### src/rtl/syncgen_pkg.sv
// rtl/syncgen_pkg.sv - shared constants and pulse-type enum for the composite sync generator
package syncgen_pkg;

    localparam logic [5:0] SYNC_LEVEL        = 6'd0;
    localparam int         ACTIVE_FIRST_LINE = 23;
    localparam int         EQ_CLKS           = 56;
    localparam int         BROAD_CLKS        = 655;
    localparam int         HALF_LINE         = 768;

    typedef enum logic [1:0] {
        PT_NORMAL,
        PT_EQ,
        PT_BROAD
    } pulse_t;

endpackage

### src/rtl/syncgen_linetimer.sv
// rtl/syncgen_linetimer.sv - hcnt/line counters and per-line pulse-type decode
// Serrated vertical interval selected by SYNCGEN_SERRATION_EN.
module syncgen_linetimer
    import syncgen_pkg::*;
#(
    parameter int LINE_CLKS = 1536,
    parameter int LINES     = 312,
    parameter int HW        = $clog2(LINE_CLKS)
) (
    input  logic          clk,
    input  logic          rst_n,
    input  logic          ce,
    output logic [HW-1:0] hcnt,
    output logic [8:0]    line,
    output logic [HW-1:0] hcnt_nxt,
    output logic [8:0]    line_nxt,
    output pulse_t        ptype
);

    logic [HW-1:0] hcnt_q, hcnt_d;
    logic [8:0]    line_q, line_d;

    always_comb begin
        hcnt_nxt = hcnt_q + HW'(1);
        line_nxt = line_q;
        if (hcnt_q == HW'(LINE_CLKS - 1)) begin
            hcnt_nxt = '0;
            line_nxt = (line_q == 9'(LINES - 1)) ? 9'd0 : line_q + 9'd1;
        end
        hcnt_d = ce ? hcnt_nxt : hcnt_q;
        line_d = ce ? line_nxt : line_q;
    end

    always_ff @(posedge clk or negedge rst_n) begin
        if (!rst_n) begin
            hcnt_q <= '0;
            line_q <= '0;
        end else begin
            hcnt_q <= hcnt_d;
            line_q <= line_d;
        end
    end

    always_comb begin
        ptype = PT_NORMAL;
`ifdef SYNCGEN_SERRATION_EN
        if (line_q < 9'd3)
            ptype = PT_BROAD;
        else if (line_q < 9'd5 || line_q >= 9'(LINES - 2))
            ptype = PT_EQ;
`endif
    end

    assign hcnt = hcnt_q;
    assign line = line_q;

endmodule

### src/rtl/syncgen.sv
// rtl/syncgen.sv - PAL-style composite sync/video generator with registered cvbs output
// Serration/equalising pulses enabled by defining SYNCGEN_SERRATION_EN.
module syncgen
    import syncgen_pkg::*;
#(
    parameter real CLK             = 24e6,
    parameter int  LINE_CLKS       = 1536,
    parameter int  HSYNC_CLKS      = 113,
    parameter int  BACKPORCH_CLKS  = 128,
    parameter int  FRONTPORCH_CLKS = 40,
    parameter int  LINES           = 312,
    parameter int  BLACK_LEVEL     = 12
) (
    input  logic       clk,
    input  logic       rst_n,
    input  logic       ce,
    input  logic [5:0] video,
    output logic [5:0] cvbs,
    output logic       hsync,
    output logic       vsync,
    output logic       de,
    output logic [8:0] line
);

    localparam int HW = $clog2(LINE_CLKS);

    localparam logic [HW-1:0] ACT_START  = HW'(HSYNC_CLKS + BACKPORCH_CLKS);
    localparam logic [HW-1:0] ACT_END    = HW'(LINE_CLKS - FRONTPORCH_CLKS);
    localparam logic [HW-1:0] HS_END     = HW'(HSYNC_CLKS);
    localparam logic [HW-1:0] EQ_END     = HW'(EQ_CLKS);
    localparam logic [HW-1:0] BROAD_END  = HW'(BROAD_CLKS);
    localparam logic [HW-1:0] HALF       = HW'(HALF_LINE);
    localparam logic [HW-1:0] EQ2_END    = HW'(HALF_LINE + EQ_CLKS);
    localparam logic [HW-1:0] BROAD2_END = HW'(HALF_LINE + BROAD_CLKS);
    localparam logic [8:0]    ACT_FIRST  = 9'(ACTIVE_FIRST_LINE);
    localparam logic [8:0]    ACT_LAST   = 9'(LINES - 3);
    localparam logic [5:0]    BLACK6     = 6'(BLACK_LEVEL);

    if (CLK <= 0.0 || ACT_START >= ACT_END || LINES < ACTIVE_FIRST_LINE + 3) begin : g_bad_cfg
        $error("syncgen: inconsistent timing parameters");
    end

    logic [HW-1:0] hcnt, hcnt_nxt;
    logic [8:0]    line_cur, line_nxt;
    pulse_t        ptype;

    syncgen_linetimer #(
        .LINE_CLKS (LINE_CLKS),
        .LINES     (LINES),
        .HW        (HW)
    ) u_linetimer (
        .clk      (clk),
        .rst_n    (rst_n),
        .ce       (ce),
        .hcnt     (hcnt),
        .line     (line_cur),
        .hcnt_nxt (hcnt_nxt),
        .line_nxt (line_nxt),
        .ptype    (ptype)
    );

    function automatic logic in_active(input logic [HW-1:0] hc, input logic [8:0] ln);
        return (hc >= ACT_START) && (hc < ACT_END) && (ln >= ACT_FIRST) && (ln <= ACT_LAST);
    endfunction

    logic       sync_lvl;
    logic [6:0] pix_sum;
    logic [5:0] pix;

    always_comb begin
        sync_lvl = 1'b0;
        case (ptype)
            PT_EQ:    sync_lvl = (hcnt < EQ_END) || (hcnt >= HALF && hcnt < EQ2_END);
            PT_BROAD: sync_lvl = (hcnt < BROAD_END) || (hcnt >= HALF && hcnt < BROAD2_END);
            default:  sync_lvl = (hcnt < HS_END);
        endcase
    end

    // 7-bit sum so bright luma clips at full scale instead of wrapping into sync
    assign pix_sum = {1'b0, video} + {1'b0, BLACK6};
    assign pix     = pix_sum[6] ? 6'd63 : pix_sum[5:0];

    logic [5:0] cvbs_q, cvbs_d;
    logic       hsync_q, hsync_d;
    logic       vsync_q, vsync_d;
    logic       de_q, de_d;

    always_comb begin
        cvbs_d  = cvbs_q;
        hsync_d = hsync_q;
        vsync_d = vsync_q;
        de_d    = de_q;
        if (ce) begin
            hsync_d = !sync_lvl;
            vsync_d = !(line_cur < 9'd3);
            // de looks one tick ahead so the pixel source has a tick to respond
            de_d    = in_active(hcnt_nxt, line_nxt);
            if (sync_lvl)
                cvbs_d = SYNC_LEVEL;
            else if (in_active(hcnt, line_cur))
                cvbs_d = pix;
            else
                cvbs_d = BLACK6;
        end
    end

    always_ff @(posedge clk or negedge rst_n) begin
        if (!rst_n) begin
            cvbs_q  <= BLACK6;
            hsync_q <= 1'b1;
            vsync_q <= 1'b1;
            de_q    <= 1'b0;
        end else begin
            cvbs_q  <= cvbs_d;
            hsync_q <= hsync_d;
            vsync_q <= vsync_d;
            de_q    <= de_d;
        end
    end

    assign cvbs  = cvbs_q;
    assign hsync = hsync_q;
    assign vsync = vsync_q;
    assign de    = de_q;
    assign line  = line_cur;

endmodule

### config.mk
export PLATFORM = sky130hd
export DESIGN_NAME = syncgen
export DESIGN_NICKNAME = d
export VERILOG_FILES = /design/src/rtl/syncgen_pkg.sv /design/src/rtl/syncgen_linetimer.sv /design/src/rtl/syncgen.sv
export SDC_FILE = /design/constraint.sdc
export NUM_CORES = 1
export LEC_CHECK = 0
export CORE_MARGIN = 8
export CORE_UTILIZATION = 55
export CTS_BUF_LIST = sky130_fd_sc_hd__clkbuf_8
export CTS_CLUSTER_DIAMETER = 200
export DETAILED_ROUTE_END_ITERATION = 10
export DONT_BUFFER_PORTS = 1
export PLACE_DENSITY = 0.74
export SYNTH_ARGS = -nofsm -noshare
export SYNTH_HDL_FRONTEND = slang
export SYNTH_SLANG_ARGS = --single-unit
export TNS_END_PERCENT = 10
### constraint.sdc
create_clock -name clk -period 3.2 [get_ports clk]
set_input_delay 0.32 -clock clk [delete_from_list [all_inputs] [get_ports clk]]
set_output_delay 0.32 -clock clk [all_outputs]
set_load 0.005 [all_outputs]
==> results.md, run 1 <==
- Full die area: 6090 um^2
- Placed instance count: 290
- Starting Density: 57.4%
- DRT Pass-1 Iters: 5
- Hold WC Path Type: in -> reg
- Drt total wl: 4620 um
- Req. time, crit path: 3370 ps
- Commonest non-fill, non-tap cell in the layout: nand2_1
- Via count: 1,813
- Overflow after GRT: 0
- Final core occ: 60.2%
- Most used DFF post-synth: dfrtp_1
- LEAKAGE: 0.858 nW
- Buf+Inv Stages, Crit Path: 0
- Mapped cell area: 2120 um^2
- Slew @ Worst Pin: 573 ps
- EDFF count, synth: 0
- Yosys cell types: 59
- Pwr/cell area: 527 nW/um^2
- Via-to-Cell Ratio: 6.04
- Antenna Nets Post-Route: 0
- Worst path arrival time: 2850 ps
- Final Setup Violations: 0
- Core ar.: 3690 um^2
- Routed length per placed instance: 15.4 um
- Syn Nets: 277
- Fin cells: 300
- Total power: 1.17 mW
- Setup Slack @ Placement: 556 ps
- Critical path type: reg -> reg
- Worst path slowest cell: dfrtp_1
- Worst-case clock buffer depth: 2
- Number of antenna violations at the first check in global routing: 0
- FMAX: 372 MHz
- Async SR Flop Fraction: 100%
- CP Capture Type: flip-flop
- Synthesized area per cell: 8.05 um^2
- GP Congestion: 0.899
- Final Slew Violations: 0
- TNS Setup: 0 ps
- H-tree levels: 2
- Root Buffer: clkbuf_8
- Max_slew headroom: 61.8%
- Critical path's top delay family: simple AND/OR/NAND/NOR gates
- Setup Skew: 17.0 ps
- #FFs+latches synth: 29
- Final worst path period need: 2680 ps
- Max incr delay on CP: 540 ps
- Syn Inst Count: 263
- Inserted Clock Buffers: 5
- First-pass GRT wire length: 7870 um
- Iter 0 DRT Violations: 172
- Yosys warnings: 0
- # IOs: 27
- Peak VDD IR: 0.395 mV
- Max-Cap Viols: 0
- Clock latency on the worst-skew pair: 290 ps
- FP Rows: 22
- N_diodes: 0
- Post-CTS Setup Bufs: 0
- Post-route DRC violation count: 0
- Port Buffers: 0
- Synth-to-layout area growth: 4.84%
- CP Cell Sequence: ha_1 -> and3_2 -> nand4_4 -> o31a_2 -> or4_1 -> mux2i_1 -> o41ai_1
- Worst Setup Start Kind: flip-flop
- Sequential area share after synthesis: 34.5%
- Die height: 78.1 um
- RSZ-0062 raised after global routing: no
- Status: completed
- Period utilization: 83.9%
- Clk pin slew, worst setup/hold paths: 70 ps
- Crit Path Max Fanout: 15
- Fraction of layout cells with a size suffix above 1: 9.52%
- Largest net degree at the start of global routing: 34
- Clock sinks: 29
- Setup ws final: 515 ps
- Tot GR Track Use: 15.6%
- Final nets: 265
- Vias in the first global route: 1,632
- Die width: 78.1 um
- CTS tree: yes
- Hold Violations, Final: 0
- Dpl hpwl: 3310 um
- Leading cell types in the layout, fill and taps excluded: nand2_1 (28), dfrtp_1 (25), a21oi_1 (22)
logic make-up (layout without fill, tap and decap cells):
kind of cell    Yosys count  count (layout)  share of synthesized area, %
compound gates           71              71                          20.9
xor+xnor                  9               9                          3.72
fa+ha+maj                 5               5                          2.95
buf+inv                  35              24                          7.56
flops                    29              29                          34.5
mux                       4               4                          1.89
simple gates            110             110                          28.5
metal layers:
metal	part of all wire, %	vias up	wire length [um]	global-route usage, %
met5	0	-	0	0
met4	1.3	0	60	5.56
met3	7.2	6	333	5.35
met2	44	49	2020	22.5
met1	48	831	2200	21.0
li1	-	927	-	-
stage by stage:
stage	area (um^2)	hold slack (ps)
6_report	2220	100
4_1_cts	2220	94.4
3_3_place_gp	2070	25.4
2_1_floorplan	2120	24.4
5_1_grt	2220	88.6
3_5_place_dp	2070	25.2
worst reg2reg max path: stages (launching register included):
cell     delay, ps
dfrtp_1        540
ha_1           370
and3_2         300
nand4_4        240
o31a_2         410
or4_1          500
mux2i_1        130
o41ai_1         70
where the power goes:
part | internal (mW) | total (mW) | switching [mW] | leakage (nW)
clock network | 0.253 | 0.404 | 0.151 | 0.0574
logic | 0.110 | 0.226 | 0.116 | 0.445
registers | 0.427 | 0.540 | 0.113 | 0.356
area by class of cell:
type                    instances  area [um^2]
clock buffers                   6         82.6
clock inverters                 2         37.5
fillers                       339         1470
inverters                      14         52.6
multi-input cells             199         1230
flip-flops and latches         29          731
well taps                      48         60.1
repair buffers                  2         30.0
state kept, by name (all words and copies together) (netlist names):
name              flops
vsync                 1
de                    1
u_linetimer.line      9
cvbs                  6
u_linetimer.hcnt     11
hsync                 1
path summary, 6_finish.rpt:
check	startpoint	end	slack (ps)	cells past startpoint
setup / recovery	u_linetimer.hcnt[0]$_DFFE_PN0P_	de$_DFFE_PN0P_	520	7
hold / removal	ce	cvbs[3]$_DFFE_PN1P_	100	1
setup reg to reg	u_linetimer.hcnt[0]$_DFFE_PN0P_	de$_DFFE_PN0P_	520	7
hold reg to reg	hsync$_DFFE_PN1P_	hsync$_DFFE_PN1P_	480	2
max in group asynchronous	rst_n	vsync$_DFFE_PN1P_	2500	2
min in group asynchronous	rst_n	u_linetimer.hcnt[4]$_DFFE_PN0P_	450	2
cells in the mapped netlist (3+ instances only):
cell      number  area (um^2)
and3_1         3         18.8
nor3_1         6         30.0
dfstp_2        4          105
o22ai_1        6         37.5
dfrtp_1       25          626
nor3b_1        3         22.5
a31oi_1        5         31.3
a21oi_1       22          110
buf_2          6         30.0
nor2b_1        4         25.0
o21ai_0       16         80.1
o31ai_1        5         37.5
or4_1          3         22.5
nand2_1       28          105
inv_1         14         52.6
nor2_1        20         75.1
clkbuf_1      11         41.3
mux2i_1        4         40.0
nand4_1        4         25.0
xnor2_1        7         61.3
nand3b_1       3         22.5
nand3_1       15         75.1
ha_1           5         62.6
repair_timing:
item | CTS | global route
endpoints found under the setup margin | 0 | 0
resized for setup | 0 | 0
hold buffers | 2 | 0
endpoints found under the hold margin | 29 | 0
No activity file was read; power rests on OpenSTA's default activity.
==> run 2, diff against run 1 <==
==> constraint.sdc (replaced) <==
create_clock -name clk -period 2.8 [get_ports clk]
set_input_delay 0.28 -clock clk [delete_from_list [all_inputs] [get_ports clk]]
set_output_delay 0.28 -clock clk [all_outputs]
set_load 0.005 [all_outputs]
==> run 2 against run 1 <==
Sequential power up 12%. Sequential cell count unchanged. Die area unchanged. Clock power up 28%. Highest routed layer unchanged. First-iteration DRC count decreased by 17%. Setup slack lost 210 ps. Utilization is 1.2 points higher. Cell area increased by 2.0%.
==> results.md, run 2 (synthesis gave the netlist of run 1 again) <==
- Status: completed
- Sw Share: 31.0% (-1.5 points)
- Pwr/cell area: 626 nW/um^2 (+19%)
- FP Rows: 22 (unchanged)
- Final nets: 269 (+1.5%)
- Crit Path Max Fanout: 15 (unchanged)
- Die width: 78.1 um (unchanged)
- # IOs: 27 (unchanged)
- Via count: 1,898 (+4.7%)
- Fraction of layout cells with a size suffix above 1: 10.9% (+1.4 points)
- Max incr delay on CP: 540 ps (about the same)
- Clk network pwr share: 36.4% (+1.9 points)
- Cts repair resizes: 0 (unchanged)
- Synth-to-layout area growth: 6.91%
- RSZ-0062 raised after global routing: no
- H-tree levels: 2 (unchanged)
- Dpl hpwl: 3470 um (+4.9%)
- Number of antenna violations at the first check in global routing: 0 (unchanged)
- Worst path arrival time: 2660 ps (-190 ps)
- Number of flip-flops in the largest register: 11 (unchanged)
- Iter 0 DRT Violations: 142 (-17%)
- Full die area: 6090 um^2 (unchanged)
- CP startpoint: u_linetimer.hcnt[0]$_DFFE_PN0P_
- Starting Density: 57.4% (unchanged)
- Overflow after GRT: 0 (unchanged)
- Launch point of the worst reg-to-reg path: u_linetimer.hcnt[0]$_DFFE_PN0P_
- Storage cell area: 731 um^2 (unchanged)
- Tot GR Track Use: 16.4% (+0.82 points)
- Slew @ Worst Pin: 576 ps (+2.92 ps)
- Psw: 0.439 mW (+16%)
- R2R setup slack: 300 ps (-210 ps)
- Fillers: 335 (-1.2%)
- Placed instance count: 294 (+1.4%)
- TNS Setup: 0 ps (unchanged)
- Internal: 0.979 mW (+24%)
- DRT Pass-1 Iters: 4 (-1)
- Commonest non-fill, non-tap cell in the layout: nand2_1
- Multi-input logic area: 1230 um^2 (unchanged)
- Worst Setup Start Kind: flip-flop
- Critical path type: reg -> reg
- Total power: 1.42 mW (+21%)
- Core ar.: 3690 um^2 (unchanged)
- Clock sinks: 29 (unchanged)
- Leading cell types in the layout, fill and taps excluded: nand2_1 (28), dfrtp_1 (25), a21oi_1 (22)
- Final Slew Violations: 0 (unchanged)
- Final core occ: 61.4% (+1.2 points)
- Worst hold path depth: 1 (unchanged)
- CTS tree: yes
- Setup Slack @ Placement: 344 ps (-212 ps)
- First-pass GRT wire length: 8370 um (+6.4%)
- Min-delay src: ce
- Drt total wl: 4850 um (+4.9%)
- Period utilization: 89.3% (+5.4 points)
- Final worst path period need: 2500 ps (-185 ps)
- Vias in the first global route: 1,663 (+1.9%)
- Inserted Clock Buffers: 5 (unchanged)
- Fin cells: 304 (+1.3%)
- Setup ws final: 300 ps (-215 ps)
- CP Capture Type: flip-flop
- Root Buffer: clkbuf_8
- Routed length per placed instance: 16.0 um (+3.5%)
- Logic gate share of total power: 21.0% (+1.7 points)
- FMAX: 400 MHz (+7.4%)
- Peak VDD IR: 0.350 mV (-11%)
- Worst Hold Path EP: cvbs[3]$_DFFE_PN1P_
- Port Buffers: 0 (unchanged)
- Clock latency on the worst-skew pair: 280 ps (about the same)
- Die height: 78.1 um (unchanged)
- N_diodes: 0 (unchanged)
- Clk pin slew, worst setup/hold paths: 70 ps (about the same)
- Max_slew headroom: 61.6% (-0.19 points)
- Worst path slowest cell: dfrtp_1
- GP Congestion: 0.909 (+1.1%)
- Final Setup Violations: 0 (unchanged)
- Hold Violations, Final: 0 (unchanged)
- CP Cell Sequence: ha_1 -> and3_2 -> nand4_4 -> o31a_2 -> or4_1 -> mux2i_1 -> o41ai_1
- Req. time, crit path: 2960 ps (-410 ps)
- Worst-case clock buffer depth: 2 (unchanged)
- LEAKAGE: 0.890 nW (+3.7%)
- R2r endpoint: de$_DFFE_PN0P_
- Largest net degree at the start of global routing: 34 (unchanged)
- Worst R2R Path Depth: 7 (unchanged)
- Antenna Nets Post-Route: 0 (unchanged)
- Share of power burned in registers: 42.5% (-3.7 points)
- Hold WC Path Type: in -> reg
- Post-route DRC violation count: 0 (unchanged)
- Setup Skew: 9.91 ps (-7.08 ps)
- Max-Cap Viols: 0 (unchanged)
- Via-to-Cell Ratio: 6.24 (+3.3%)
==> run 2: how the worst max path moves through the flow <==
stage	slack, ps	cells past startpoint	to
2_1_floorplan	600	10	de$_DFFE_PN0P_
3_3_place_gp	420	7	de$_DFFE_PN0P_
3_5_place_dp	340	7	de$_DFFE_PN0P_
4_1_cts	320	7	de$_DFFE_PN0P_
5_1_grt	150	7	de$_DFFE_PN0P_
6_report	300	7	de$_DFFE_PN0P_
==> run 2: stage by stage <==
stage / area [um^2] / hold WS (ps)
final: 2260 / 62.0
after global routing: 2260 / 50.3
after global placement: 2100 / -14.7
after detailed placement: 2100 / -14.6
after CTS: 2260 / 55.6
after floorplan: 2120 / -15.6
==> run 2: per-layer routing <==
metal / GRT usage (%) / share of wire [%] / routed length, um / vias to the layer above
li1: - / - / - / 935
met1: 22.5 / 43 / 2110 / 879
met2: 24.2 / 46 / 2250 / 79
met3: 5.13 / 9.2 / 444 / 5
met4: 4.63 / 0.97 / 47 / 0
met5: 0 / 0 / 0 / -
==> run 2: timing repair <==
action | 4_1_cts | 5_1_grt
hold buffers | 2 | 0
endpoints found under the hold margin | 29 | 0
buffers inserted | 0 | 0
==> run 2: power groups by stage <==
stage	sequential [mW]	combinational, mW	clock (mW)
after CTS	0.601	0.298	0.530
after global routing	0.616	0.337	0.548
after global placement	0.605	0.276	0
final	0.603	0.298	0.517
after floorplan	0.539	0.287	0
after detailed placement	0.608	0.282	0
==> run 2: cell type report <==
class / instances / area share, %
Clock inverter: 3 / 2.87
Inverter: 14 / 2.32
Clock buffer: 5 / 3.04
Sequential cell: 29 / 32.3
Timing Repair Buffer: 6 / 2.65
Tap cell: 48 / 2.65
Multi-Input combinational cell: 199 / 54.2
==> run 2: worst max-delay path: cells and delay by family, from the launching register on <==
| kind | cells | cell delay [ps] |
|---|---|---|
| AO/OA/AOI/OAI | 2 | 480 |
| multiplexers | 1 | 140 |
| adder cells (fa/ha/maj) | 1 | 220 |
| AND/OR/NAND/NOR | 3 | 1000 |
| flip-flops | 1 | 540 |
